File: src/rtl/time_set_ctrl.sv
// Time-setting controller: 1 Hz divider, key debounce, RUN/SET_HOUR/SET_MIN FSM,
// one-increment-per-press adj requests with auto-repeat, timeout and blink flags.
module time_set_ctrl #(
  parameter int unsigned CLK_HZ         = 1000,
  parameter int unsigned DEBOUNCE_MS    = 20,
  parameter int unsigned REPEAT_DELAY_S = 1,
  parameter int unsigned TIMEOUT_S      = 10
) (
  input  logic       CP_1kHz,
  input  logic       _CR,
  input  logic       key_mode,
  input  logic       key_adj,
  output logic       CP_1Hz,
  output logic       hour_adj,
  output logic       min_adj,
  output logic [1:0] set_mode,
  output logic       blank_hour,
  output logic       blank_min
);

  localparam int unsigned HALF    = CLK_HZ / 2;
  localparam int unsigned QUARTER = CLK_HZ / 4;
  localparam int unsigned DB_RAW  = DEBOUNCE_MS * CLK_HZ / 1000;
  localparam int unsigned DB_CNT  = (DB_RAW == 0) ? 1 : DB_RAW;
  localparam int unsigned DIV_W   = $clog2(CLK_HZ);
  localparam int unsigned BLK_W   = (QUARTER > 1) ? $clog2(QUARTER) : 1;
  localparam int unsigned DB_W    = $clog2(DB_CNT + 1);
  localparam int unsigned HOLD_W  = (REPEAT_DELAY_S > 0) ? $clog2(REPEAT_DELAY_S + 1) : 1;
  localparam int unsigned IDLE_W  = (TIMEOUT_S > 0) ? $clog2(TIMEOUT_S + 1) : 1;

  typedef enum logic [1:0] {ST_RUN = 2'b00, ST_HOUR = 2'b01, ST_MIN = 2'b10} state_e;

  logic [DIV_W-1:0]         div_q;
  logic                     cp_q;
  logic [BLK_W-1:0]         blk_q;
  logic                     phase_q;
  logic [1:0]               sync1_q, sync2_q, deb_q;
  logic [1:0][DB_W-1:0]     dbc_q;
  logic [HOLD_W-1:0]        hold_q;
  logic [IDLE_W-1:0]        idle_q, idle_d;
  logic                     pend_q, pend_d;
  logic                     hour_adj_q, hour_adj_d;
  logic                     min_adj_q, min_adj_d;
  logic                     blank_hour_q, blank_hour_d;
  logic                     blank_min_q, blank_min_d;
  state_e                   state_q, state_d;

  logic       rise_c, fall_c, mode_press_c, adj_press_c, repeat_c, timeout_c;
  logic [1:0] press_c;

  // 1 Hz divider and 2 Hz blink phase
  always_ff @(posedge CP_1kHz or negedge _CR) begin
    if (!_CR) begin
      div_q   <= '0;
      cp_q    <= 1'b0;
      blk_q   <= '0;
      phase_q <= 1'b0;
    end else begin
      div_q <= (div_q == DIV_W'(CLK_HZ - 1)) ? '0 : div_q + DIV_W'(1);
      cp_q  <= (div_q < DIV_W'(HALF));
      if (blk_q == BLK_W'(QUARTER - 1)) begin
        blk_q   <= '0;
        phase_q <= ~phase_q;
      end else begin
        blk_q <= blk_q + BLK_W'(1);
      end
    end
  end

  // rise_c/fall_c mark the cycle whose closing edge moves CP_1Hz up/down
  assign rise_c = (div_q == '0);
  assign fall_c = (div_q == DIV_W'(HALF));

  // Key synchroniser and debounce; bit 0 = MODE, bit 1 = ADJ
  always_ff @(posedge CP_1kHz or negedge _CR) begin
    if (!_CR) begin
      sync1_q <= '0;
      sync2_q <= '0;
      deb_q   <= '0;
      dbc_q   <= '0;
    end else begin
      sync1_q <= {key_adj, key_mode};
      sync2_q <= sync1_q;
      for (int i = 0; i < 2; i++) begin
        if (sync2_q[i] == deb_q[i]) begin
          dbc_q[i] <= '0;
        end else if (dbc_q[i] == DB_W'(DB_CNT - 1)) begin
          deb_q[i] <= sync2_q[i];
          dbc_q[i] <= '0;
        end else begin
          dbc_q[i] <= dbc_q[i] + DB_W'(1);
        end
      end
    end
  end

  always_comb begin
    press_c = '0;
    for (int i = 0; i < 2; i++) begin
      press_c[i] = sync2_q[i] && !deb_q[i] && (dbc_q[i] == DB_W'(DB_CNT - 1));
    end
  end

  assign mode_press_c = press_c[0];
  assign adj_press_c  = press_c[1] && !press_c[0];

  // Held-ADJ seconds counter, saturating at the repeat delay
  always_ff @(posedge CP_1kHz or negedge _CR) begin
    if (!_CR) begin
      hold_q <= '0;
    end else if (!deb_q[1]) begin
      hold_q <= '0;
    end else if (rise_c && (hold_q != HOLD_W'(REPEAT_DELAY_S))) begin
      hold_q <= hold_q + HOLD_W'(1);
    end
  end

  assign repeat_c  = fall_c && deb_q[1] && (hold_q == HOLD_W'(REPEAT_DELAY_S)) &&
                     (state_q != ST_RUN);
  assign timeout_c = rise_c && (state_q != ST_RUN) && !adj_press_c &&
                     (idle_q == IDLE_W'(TIMEOUT_S - 1));

  always_ff @(posedge CP_1kHz or negedge _CR) begin
    if (!_CR) state_q <= ST_RUN;
    else      state_q <= state_d;
  end

  always_comb begin
    state_d = state_q;
    if (mode_press_c) begin
      case (state_q)
        ST_RUN:  state_d = ST_HOUR;
        ST_HOUR: state_d = ST_MIN;
        default: state_d = ST_RUN;
      endcase
    end else if (timeout_c) begin
      state_d = ST_RUN;
    end
  end

  always_comb begin
    pend_d     = pend_q;
    hour_adj_d = hour_adj_q;
    min_adj_d  = min_adj_q;
    idle_d     = idle_q;
    if (fall_c) begin
      hour_adj_d = (pend_q || repeat_c) && !mode_press_c && (state_q == ST_HOUR);
      min_adj_d  = (pend_q || repeat_c) && !mode_press_c && (state_q == ST_MIN);
      pend_d     = 1'b0;
    end
    if (adj_press_c && (state_q != ST_RUN)) pend_d = 1'b1;
    if (mode_press_c || timeout_c) pend_d = 1'b0;
    // An auto-repeat step counts as user activity so holding ADJ never times out
    if ((state_d != state_q) || (press_c != 2'b00) || repeat_c) begin
      idle_d = '0;
    end else if (rise_c && (state_q != ST_RUN)) begin
      idle_d = idle_q + IDLE_W'(1);
    end
    blank_hour_d = (state_d == ST_HOUR) && phase_q;
    blank_min_d  = (state_d == ST_MIN) && phase_q;
  end

  always_ff @(posedge CP_1kHz or negedge _CR) begin
    if (!_CR) begin
      pend_q       <= 1'b0;
      hour_adj_q   <= 1'b0;
      min_adj_q    <= 1'b0;
      idle_q       <= '0;
      blank_hour_q <= 1'b0;
      blank_min_q  <= 1'b0;
    end else begin
      pend_q       <= pend_d;
      hour_adj_q   <= hour_adj_d;
      min_adj_q    <= min_adj_d;
      idle_q       <= idle_d;
      blank_hour_q <= blank_hour_d;
      blank_min_q  <= blank_min_d;
    end
  end

  assign CP_1Hz     = cp_q;
  assign hour_adj   = hour_adj_q;
  assign min_adj    = min_adj_q;
  assign set_mode   = state_q;
  assign blank_hour = blank_hour_q;
  assign blank_min  = blank_min_q;

endmodule
File: config.mk
export PLATFORM = sky130hd
export DESIGN_NAME = time_set_ctrl
export DESIGN_NICKNAME = d
export VERILOG_FILES = /design/src/rtl/time_set_ctrl.sv
export SDC_FILE = /design/constraint.sdc
export NUM_CORES = 1
export LEC_CHECK = 0
export ABC_AREA = 1
export CAP_MARGIN = 40
export CORE_ASPECT_RATIO = 0.6
export CORE_MARGIN = 4
export CORE_UTILIZATION = 35
export CTS_CLUSTER_SIZE = 28
export DETAILED_ROUTE_END_ITERATION = 8
export SYNTH_ARGS = -nofsm -noshare
export SYNTH_HDL_FRONTEND = slang
export SYNTH_SLANG_ARGS = --single-unit
File: constraint.sdc
create_clock -name CP_1kHz -period 1.75 [get_ports CP_1kHz]
set_input_delay 0.35 -clock CP_1kHz [delete_from_list [all_inputs] [get_ports CP_1kHz]]
set_output_delay 0.35 -clock CP_1kHz [all_outputs]
set_load 0.05 [all_outputs]
Word level (Yosys, flattened, before mapping) --
Cells that the tools add are included.
Storage, ports and cells: register bits 48, input port bits 4
Cells by class: magnitude comparators 1, multiplexer cells 16, bitwise operators 4, equality and inequality tests 14, reduce and logical (&&, ||, !) cells 34, add/sub/neg operators 6
Operators by type and width (number):
- $mux 5 | 4
- $logic_and 1x1->1 | 18
- $add 10x1->10 const B | 1
- $add 5x1->5 const B | 2
- $eq 10x10->1 const B | 1
- $eq 10x9->1 const B | 1
- $eq 5x5->1 const B | 2
- $logic_not 10->1 | 1
- $lt 10x9->1 const B | 1
- $mux 10 | 1
- $add 8x1->8 const B | 1
- $eq 8x8->1 const B | 1
- $mux 4 | 2
- $mux 8 | 1
- $reduce_bool 2->1 | 3
- $mux 1 | 5
- $add 4x1->4 const B | 1
- $eq 2x1->1 const B | 2
- $eq 2x2->1 const B | 2
- $eq 4x4->1 const B | 1
- $logic_not 1->1 | 4
- $logic_or 1x1->1 | 4
- $mux 2 | 2
- $not 1->1 | 4
- other kinds (8) | 10

Longest topological paths before layout --
depth after elaboration 14, gate-level depth with buffers 11, gate-level depth less buffers 11

Worst setup path after synthesis --
No wires, ideal clock.
path type reg2reg, start reg div_q[0], end reg idle_q[0], setup slack 0.296 ns, required time 1.630 ns, buffers on the path 0, arrival time 1.334 ns, stages on the path, launching flop included 12, clock period less this slack 1.454 ns, path through dfrtp_1 -> inv_1 -> ha_1 -> inv_1 -> nor2_1 -> nand3_2 -> nor2_4 -> nand3_2 -> nand2_4 -> nand2_2 -> nand3_2 -> nor2_1
Between the ends: word-level cells in the longest chain between the ends 10, elaborated cells on any way between the ends 15
Ends and longest elaborated chain:
- start: declaration | RTL line 33 | logic [DIV_W-1:0] div_q;
- start signal: assignment | RTL line 59 | div_q <= (div_q == DIV_W'(CLK_HZ - 1)) ? '0 : div_q + DIV_W'(1);
- $logic_not 10->1 | RTL line 71 | assign rise_c = (div_q == '0);
- $logic_and 1x1->1 | RTL line 120, 156
- $logic_and 1x1->1 (2 in series) | RTL line 120 | assign timeout_c = rise_c && (state_q != ST_RUN) && !adj_press_c &&
- $mux 2 | RTL line 136 | end else if (timeout_c) begin
- $mux 2 | RTL line 130 | if (mode_press_c) begin
- $ne 2x2->1 | RTL line 154 | if ((state_d != state_q) || (press_c != 2'b00) || repeat_c) begin
- $logic_or 1x1->1 (2 in series) | RTL line 154
- $mux 4 or $reduce_bool 2->1 (tied branches)
- end signal: assignment | RTL line 175 | idle_q <= idle_d;
- end: declaration | RTL line 40 | logic [IDLE_W-1:0] idle_q, idle_d;
Parallel ways exist; a longest one is shown, timed or not. A chain may end at the register's enable or synchronous reset.

Worst setup path in the final report --
start reg div_q[0], end reg idle_q[2]
The elaborated chain is that of the path after synthesis.

==> metrics.md <==
| Metric | Value |
|---|---|
| Outcome | `complete, no violations` |
| Seq/Total Area, Yosys | `0.509` |
| Root buffer cell | `clkbuf_16` |
| Synth unique cells | `31` |
| CTS tree | `yes` |
| WP buf/inv | `2` |
| GR Overflow Total | `0` |
| DIE HEIGHT | `71.6 um` |
| Setup TNS | `0 ns` |
| Max Root-Sink Buffers | `2` |
| 1st-pass router iterations | `5` |
| Reg2reg start | `div_q[0]$_DFF_PN0_` |
| Top post-synthesis cells by count | `48 x dfrtp_1, 40 x inv_1, 39 x nor2_1` |
| Clock skew | `0.00413 ns` |
| Sw power | `0.432 mW` |
| Total routed wirelength | `4020 um` |
| Logic pwr share | `0.026` |
| Largest delay share family, worst path | `simple AND/OR/NAND/NOR gates` |
| Syn nets | `275` |
| Synthesized area per cell | `9.05 um^2` |
| DRC violations left | `0` |
| Core ar. | `6330 um^2` |
| Leakage | `1.33 nW` |
| Clock latency on the worst-skew pair | `0.28 ns` |
| MaxCap Viol Count | `0` |
| Post-route cell area | `2770 um^2` |
| Clock sink total | `48` |
| Reg-to-reg setup timing slack | `0.16 ns` |
| Yosys warning count | `0` |
| Placed cell areas | `2560 um^2` |
| Post-DR wirelength/cell | `11.0 um` |
| Critical path arrival | `1.76 ns` |
| Cts hold-fix bufs | `0` |
| Share of power burned in registers | `0.475` |
| Initial antenna violation count | `0` |
| Pre-CTS setup slack | `0.164 ns` |
| Synth top area share | `0.509` |
| Synth async-reset ratio | `1.00` |
| WS Path Type | `reg2reg` |
| Fmax achieved | `631 MHz` |
| Die width | `114 um` |
| Final max-slew violation count | `0` |
| # diodes | `0` |
| CP Data Required Time | `1.92 ns` |
| Crit share post-route | `0.906` |
| Vias per std cell | `4.49` |
| Prevailing post-synth register cell | `dfrtp_1` |
| Ranking of synthesized cells by area | `dfrtp_1 51%, inv_1 6.4%, nor2_1 6.2%, ha_1 5.3%, nand2_1 4.5%` |
| Yosys reg bits | `48` |
| H-tree depth | `2` |
| Least-Margin Pin Slew | `0.358 ns` |
| Sw frac | `0.181` |
| Post-layout util | `0.438` |
| Final worst path period need | `1.59 ns` |
| Synthesized cell area | `2360 um^2` |
| Routability cong. | `0.852` |
| Via count | `1,636` |
| Initial Util | `0.373` |
| Detailed placer's ending HPWL | `3000 um` |
| CP Launch Type | `flip-flop` |
| Area grow syn2layout | `17.5%` |
| CP max FO | `5` |
| Final setup vio count | `0` |
| Post-layout worst setup margin | `0.165 ns` |
| Final Hold Fails | `0` |
| Input/output buffers | `10` |
| Io pins | `11` |
| # fillers | `617` |
| CTS buffer count | `5` |
| Layout cell share with drive strength beyond 1 | `0.186` |
| Routed Antenna Nets | `0` |
| Clk network pwr share | `0.499` |
| Slowest stage cell, crit path | `dfrtp_1` |
| Largest net degree at the start of global routing | `49` |
| Worst VDD drop | `0.510 mV` |
| Count of flip-flops with a built-in enable after synthesis | `0` |
| Cell Int Power | `1.96 mW` |
| Number of global-route vias before repair | `1,536` |
| Headroom to the max-slew limit | `0.761` |
| HP Class | `in2async` |
| CP peak stage delay | `0.41 ns` |
| Final Non-Filler Cells | `364` |
| All-layer global routing usage | `0.112` |
| CP Capture Type | `flip-flop` |
| First-pass GRT wire length | `7220 um` |
| Synth area leader | `dfrtp_1` |
| Mapped Cells | `261` |
| CP Cell Sequence | `inv_2, ha_2, inv_1, nor2_2, nand3_2, nor2_4, nand3_2, nand2_4, nand2_4, nand3_4, nor2_1` |
| Site Rows | `22` |
| Clk slew on worst S/H paths | `0.06 ns` |
| Iteration-0 DRC Markers | `62` |
| Area of the die | `8170 um^2` |
| PwrDens | `862 nW/um^2` |
| Most common cell in the netlist | `dfrtp_1` |
| Worst R2R End | `idle_q[2]$_DFFE_PN0P_` |
| Dpl cells | `355` |
| Nets | `294` |
| Worst r2r path cells | `11` |
-- power by group through the flow --
stage	Clock (mW)	Combinational, mW	Sequential, mW
after global routing	1.29	0.0724	1.14
final	1.19	0.0616	1.14
after global placement	0	0.0643	1.16
after CTS	1.24	0.0647	1.14
after detailed placement	0	0.0645	1.16
after floorplan	0	0.0265	1.15
-- cell families (layout without fill, tap and decap cells) --
family | after synthesis | after routing | share of synthesized area
AO/OA/AOI/OAI | 25 | 25 | 0.0604
XOR/XNOR | 11 | 11 | 0.0408
adder cells (fa/ha/maj) | 10 | 10 | 0.0530
buffers and inverters | 45 | 64 | 0.0737
flip-flops | 48 | 48 | 0.509
AND/OR/NAND/NOR | 122 | 122 | 0.263
-- how the worst max path moves through the flow --
stage                                  start                     to  slack (ns)  cells past startpoint
after floorplan           div_q[0]$_DFF_PN0_  idle_q[0]$_DFFE_PN0P_        0.30                     11
final                     div_q[0]$_DFF_PN0_  idle_q[2]$_DFFE_PN0P_        0.16                     11
after CTS                 div_q[0]$_DFF_PN0_  idle_q[0]$_DFFE_PN0P_        0.14                     11
after global placement    div_q[0]$_DFF_PN0_  idle_q[0]$_DFFE_PN0P_        0.21                     11
after detailed placement  div_q[0]$_DFF_PN0_  idle_q[0]$_DFFE_PN0P_        0.16                     11
after global routing      div_q[0]$_DFF_PN0_  idle_q[2]$_DFFE_PN0P_      -0.004                     11
-- repair_timing --
| item | 4_1_cts | 5_1_grt |
|---|---|---|
| setup buffers | 0 | 2 |
| endpoints found under the setup margin | 0 | 4 |
| gates resized for setup | 0 | 5 |
-- sequential cells by signal (all words and copies together) (netlist names) --
register,flops
phase_q,1
sync1_q,2
blk_q,8
min_adj,1
sync2_q,2
blank_min,1
set_mode,2
div_q,10
dbc_q,10
hour_adj,1
deb_q,2
blank_hour,1
idle_q,4
CP_1Hz,1
pend_q,1
hold_q,1
-- worst register-to-register path, delay by kind of cell (launching register included) --
kind	cells	cell delay [ns]
adders and majority gates	1	0.17
and+or+nand+nor	8	0.76
DFF	1	0.41
buffers and inverters	2	0.13
-- per-layer routing --
metal	part of all wire	GRT usage	vias to the layer above
li1	-	-	857
met1	0.57	0.167	756
met4	0.012	0.0395	0
met2	0.39	0.150	19
met5	0	0	-
met3	0.033	0.0380	4
-- per-stage QoR --
step | hold slack [ns] | power, mW
final | 0.0319 | 2.39
after global routing | 0.0570 | 2.50
after CTS | 0.0450 | 2.44
after detailed placement | 0.337 | 1.22
after global placement | 0.333 | 1.22
after floorplan | 0.0544 | 1.18
-- final cells by class --
type / instances / area (um^2) / area share
inverters: 44 / 166 / 0.0600
multi-input cells: 168 / 1000 / 0.362
well taps: 84 / 105 / 0.0379
clock inverters: 2 / 60.1 / 0.0217
flip-flops and latches: 48 / 1200 / 0.433
repair buffers: 13 / 113 / 0.0406
clock buffers: 5 / 125 / 0.0451
-- cells in the final DEF (no fill, tap or decap), types with 3 or more instances in the layout --
| master | n |
|---|---|
| inv_1 | 39 |
| dfrtp_1 | 48 |
| o21ai_0 | 4 |
| xor2_1 | 9 |
| nand3_2 | 3 |
| nor2_1 | 38 |
| nand4_1 | 3 |
| nor3_1 | 5 |
| nand2_2 | 10 |
| a21oi_2 | 3 |
| ha_1 | 9 |
| clkbuf_16 | 5 |
| inv_2 | 3 |
| nand3_1 | 19 |
| nor2_2 | 4 |
| nand2_1 | 28 |
| buf_4 | 9 |
| a21oi_1 | 14 |
Note: power is estimated with default switching activity, not from simulation.
==> RTL edit, RTL diff (config.mk and constraints unchanged) <==
Change the parameter `TIMEOUT_S` from 10 to 9.
--- a/src/rtl/time_set_ctrl.sv
+++ b/src/rtl/time_set_ctrl.sv
@@ -4,7 +4,7 @@
   parameter int unsigned CLK_HZ         = 1000,
   parameter int unsigned DEBOUNCE_MS    = 20,
   parameter int unsigned REPEAT_DELAY_S = 1,
-  parameter int unsigned TIMEOUT_S      = 10
+  parameter int unsigned TIMEOUT_S      = 9
 ) (
   input  logic       CP_1kHz,
   input  logic       _CR,
Check against the original RTL: no difference found for any inputs over 10 cycles, from zero or initial values; that may be too few to reach the edited logic, so the function may still have changed.
==> RTL edit against the unedited design <==
  * Count of clock-buffer cells in the layout grew 2
  * Non-clock buffer count grew 2
  * Clock skew grew 2.2 ps
  * Via count grew 1.3%
  * Core utilization shrank 1.3 points
  * Sequential cell count is the same
  * Combinational power grew 4.2%
  * Worst setup slack lost 65 ps
  * Final area shrank 4.3%
  * Power shrank 20%
  * Sequential share of layout area grew 2.0 points
  * Area after synthesis shrank 2.4%
  * Wire length grew 5.3%
  * Highest routed layer unchanged
==> RTL edit: results (changes against the unedited design) <==
The run finished with clean final reports. The tools report the root buffer cell as sky130_fd_sc_hd__clkbuf_8. The multi-input combinational cell count is 167 (-0.60%), and the sequential fraction of the synthesis area is 52.1% (+1.2 points). The data-path buffer share of cell area in the final layout came out at 4.81% (+0.75 points). The run gives 7 (+2) as the number of clock buffer instances in the layout. The clock latency reported for the late side of the worst-skew pair was 310 ps (+30 ps); the number of nets in the layout was 297 (+1.0%).

Total cell area at the placement stage: 2510 um2 (-1.9%). The logs give 0 (unchanged) for the number of warnings reported in the yosys synthesis log and 3080 um (+2.7%) for the placed wire-length estimate. The sequential fraction of total cell area came out at 45.3% (+2.0 points).

The global routing met2 resource utilization is 15.4% (+0.37 points), and the post-synthesis adder-cell area fraction is 5.43% (+0.13 points). The average via count per standard cell is 4.50 (+0.18%), and the final worst clock skew is 6.31 ps (+2.17 ps). The clock buffer and inverter area fraction after layout is 3.54% (-3.1 points), and the final wirelength is 4240 um (+5.3%). The number of placed cells counting well taps was 356 (+0.28%); the number of distinct standard cells referenced by the synthesized netlist was 24 (-23%). Total power per unit cell area: 717 nW/um2 (-17%). The detailed route wirelength on metal2 was 1700 um (+9.3%); the total clock buffers created by CTS was 5 (unchanged). The multi-input logic area is 953 um2 (-5.0%), and the global-route wire length before repair is 7480 um (+3.5%).

The proportion of layout cells with a drive suffix above 1 is 15.8% (-2.7 points). The share of the final layout cell area in multi-input gates was 35.9% (-0.25 points); the via count of the first global-routing pass was 1587 (+3.3%). The post-synth net total is 275 (unchanged).

The critical path's top delay family is simple AND/OR/NAND/NOR gates. The final RePlAce weighted congestion was 0.769 (-9.8%). The combinational logic power came out at 64.2 uW (+4.2%). The clock-pin slew of the registers on the worst-case setup and hold paths came out at 90 ps (+30 ps). The total global routing track utilization was 11.8% (+0.54 points). The non-clock buffer count in the final layout was 15 (+2). The tightest min-delay check is of the primary input to async pin type. The clock network power was 704 uW (-41%); the count of routing violations after the opening detailed-route iteration was 63 (+1.6%).

The synthesized-area fraction occupied by xor and xnor cells was 4.18% (+0.10 points). The tightest slew margin relative to the limit was 61.4% (-15 points). The switching part of the total was 22.8% (+4.7 points); the met3 layer usage reported by global route was 3.93% (+0.13 points).

For the wire length on met3, the log shows 148 um (+13%). The number of filler instances in the final layout is 599 (-2.9%). In the synthesized netlist, the cells that appear most often are sky130_fd_sc_hd__dfrtp_1, sky130_fd_sc_hd__inv_1, sky130_fd_sc_hd__nand2_1.

The detail-routed net length per standard cell was 11.5 um (+4.2%); the static leakage was 1.31 nW (-1.4%). The average cell area after synthesis was 8.83 um2 (-2.4%). The run gives 2340 um (+2.2%) as the post-route met1 wirelength. For the maximum ir drop on the vdd rail, the log shows 291 uV (-43%). By area the synthesized netlist is led by sky130_fd_sc_hd__dfrtp_1, sky130_fd_sc_hd__inv_1, sky130_fd_sc_hd__nand2_1.

The logs give 7.85 ps (-156 ps) for the post-placement setup slack and 17.9% (+1.2 points) for the met1 routing resource usage after global routing. The worst endpoint data arrival time came out at 1850 ps (+90 ps).
==> RTL edit: cell count changes after synthesis, sizes merged <==
cell    before  now
nor3b        1    2
o21ai        5    3
nor3         8    6
clkinv       2    0
and3         1    0
inv         42   46
nand2       40   45
nand4        3    5
or2          0    1
nor2        44   39
buf          1    0
==> RTL edit: what timing repair did <==
action / 4_1_cts / 5_1_grt
gates resized for setup: 0 / 7
setup endpoints to repair: 0 / 6
setup buffers: 0 / 4
==> RTL edit: final timing paths <==
| kind | slack, ps | endpoint | from | depth (start not counted) |
|---|---|---|---|---|
| worst max-delay path | 100 | idle_q[0] | div_q[0] | 11 |
| worst min-delay path | 5 | phase_q | _CR | 2 |
| worst max register to register | 100 | idle_q[0] | div_q[0] | 11 |
| worst min register to register | 360 | sync2_q[0] | sync1_q[0] | 0 |
| max in group asynchronous | 1510 | CP_1Hz | _CR | 2 |
| min in group CP_1kHz | 360 | sync2_q[0] | sync1_q[0] | 0 |
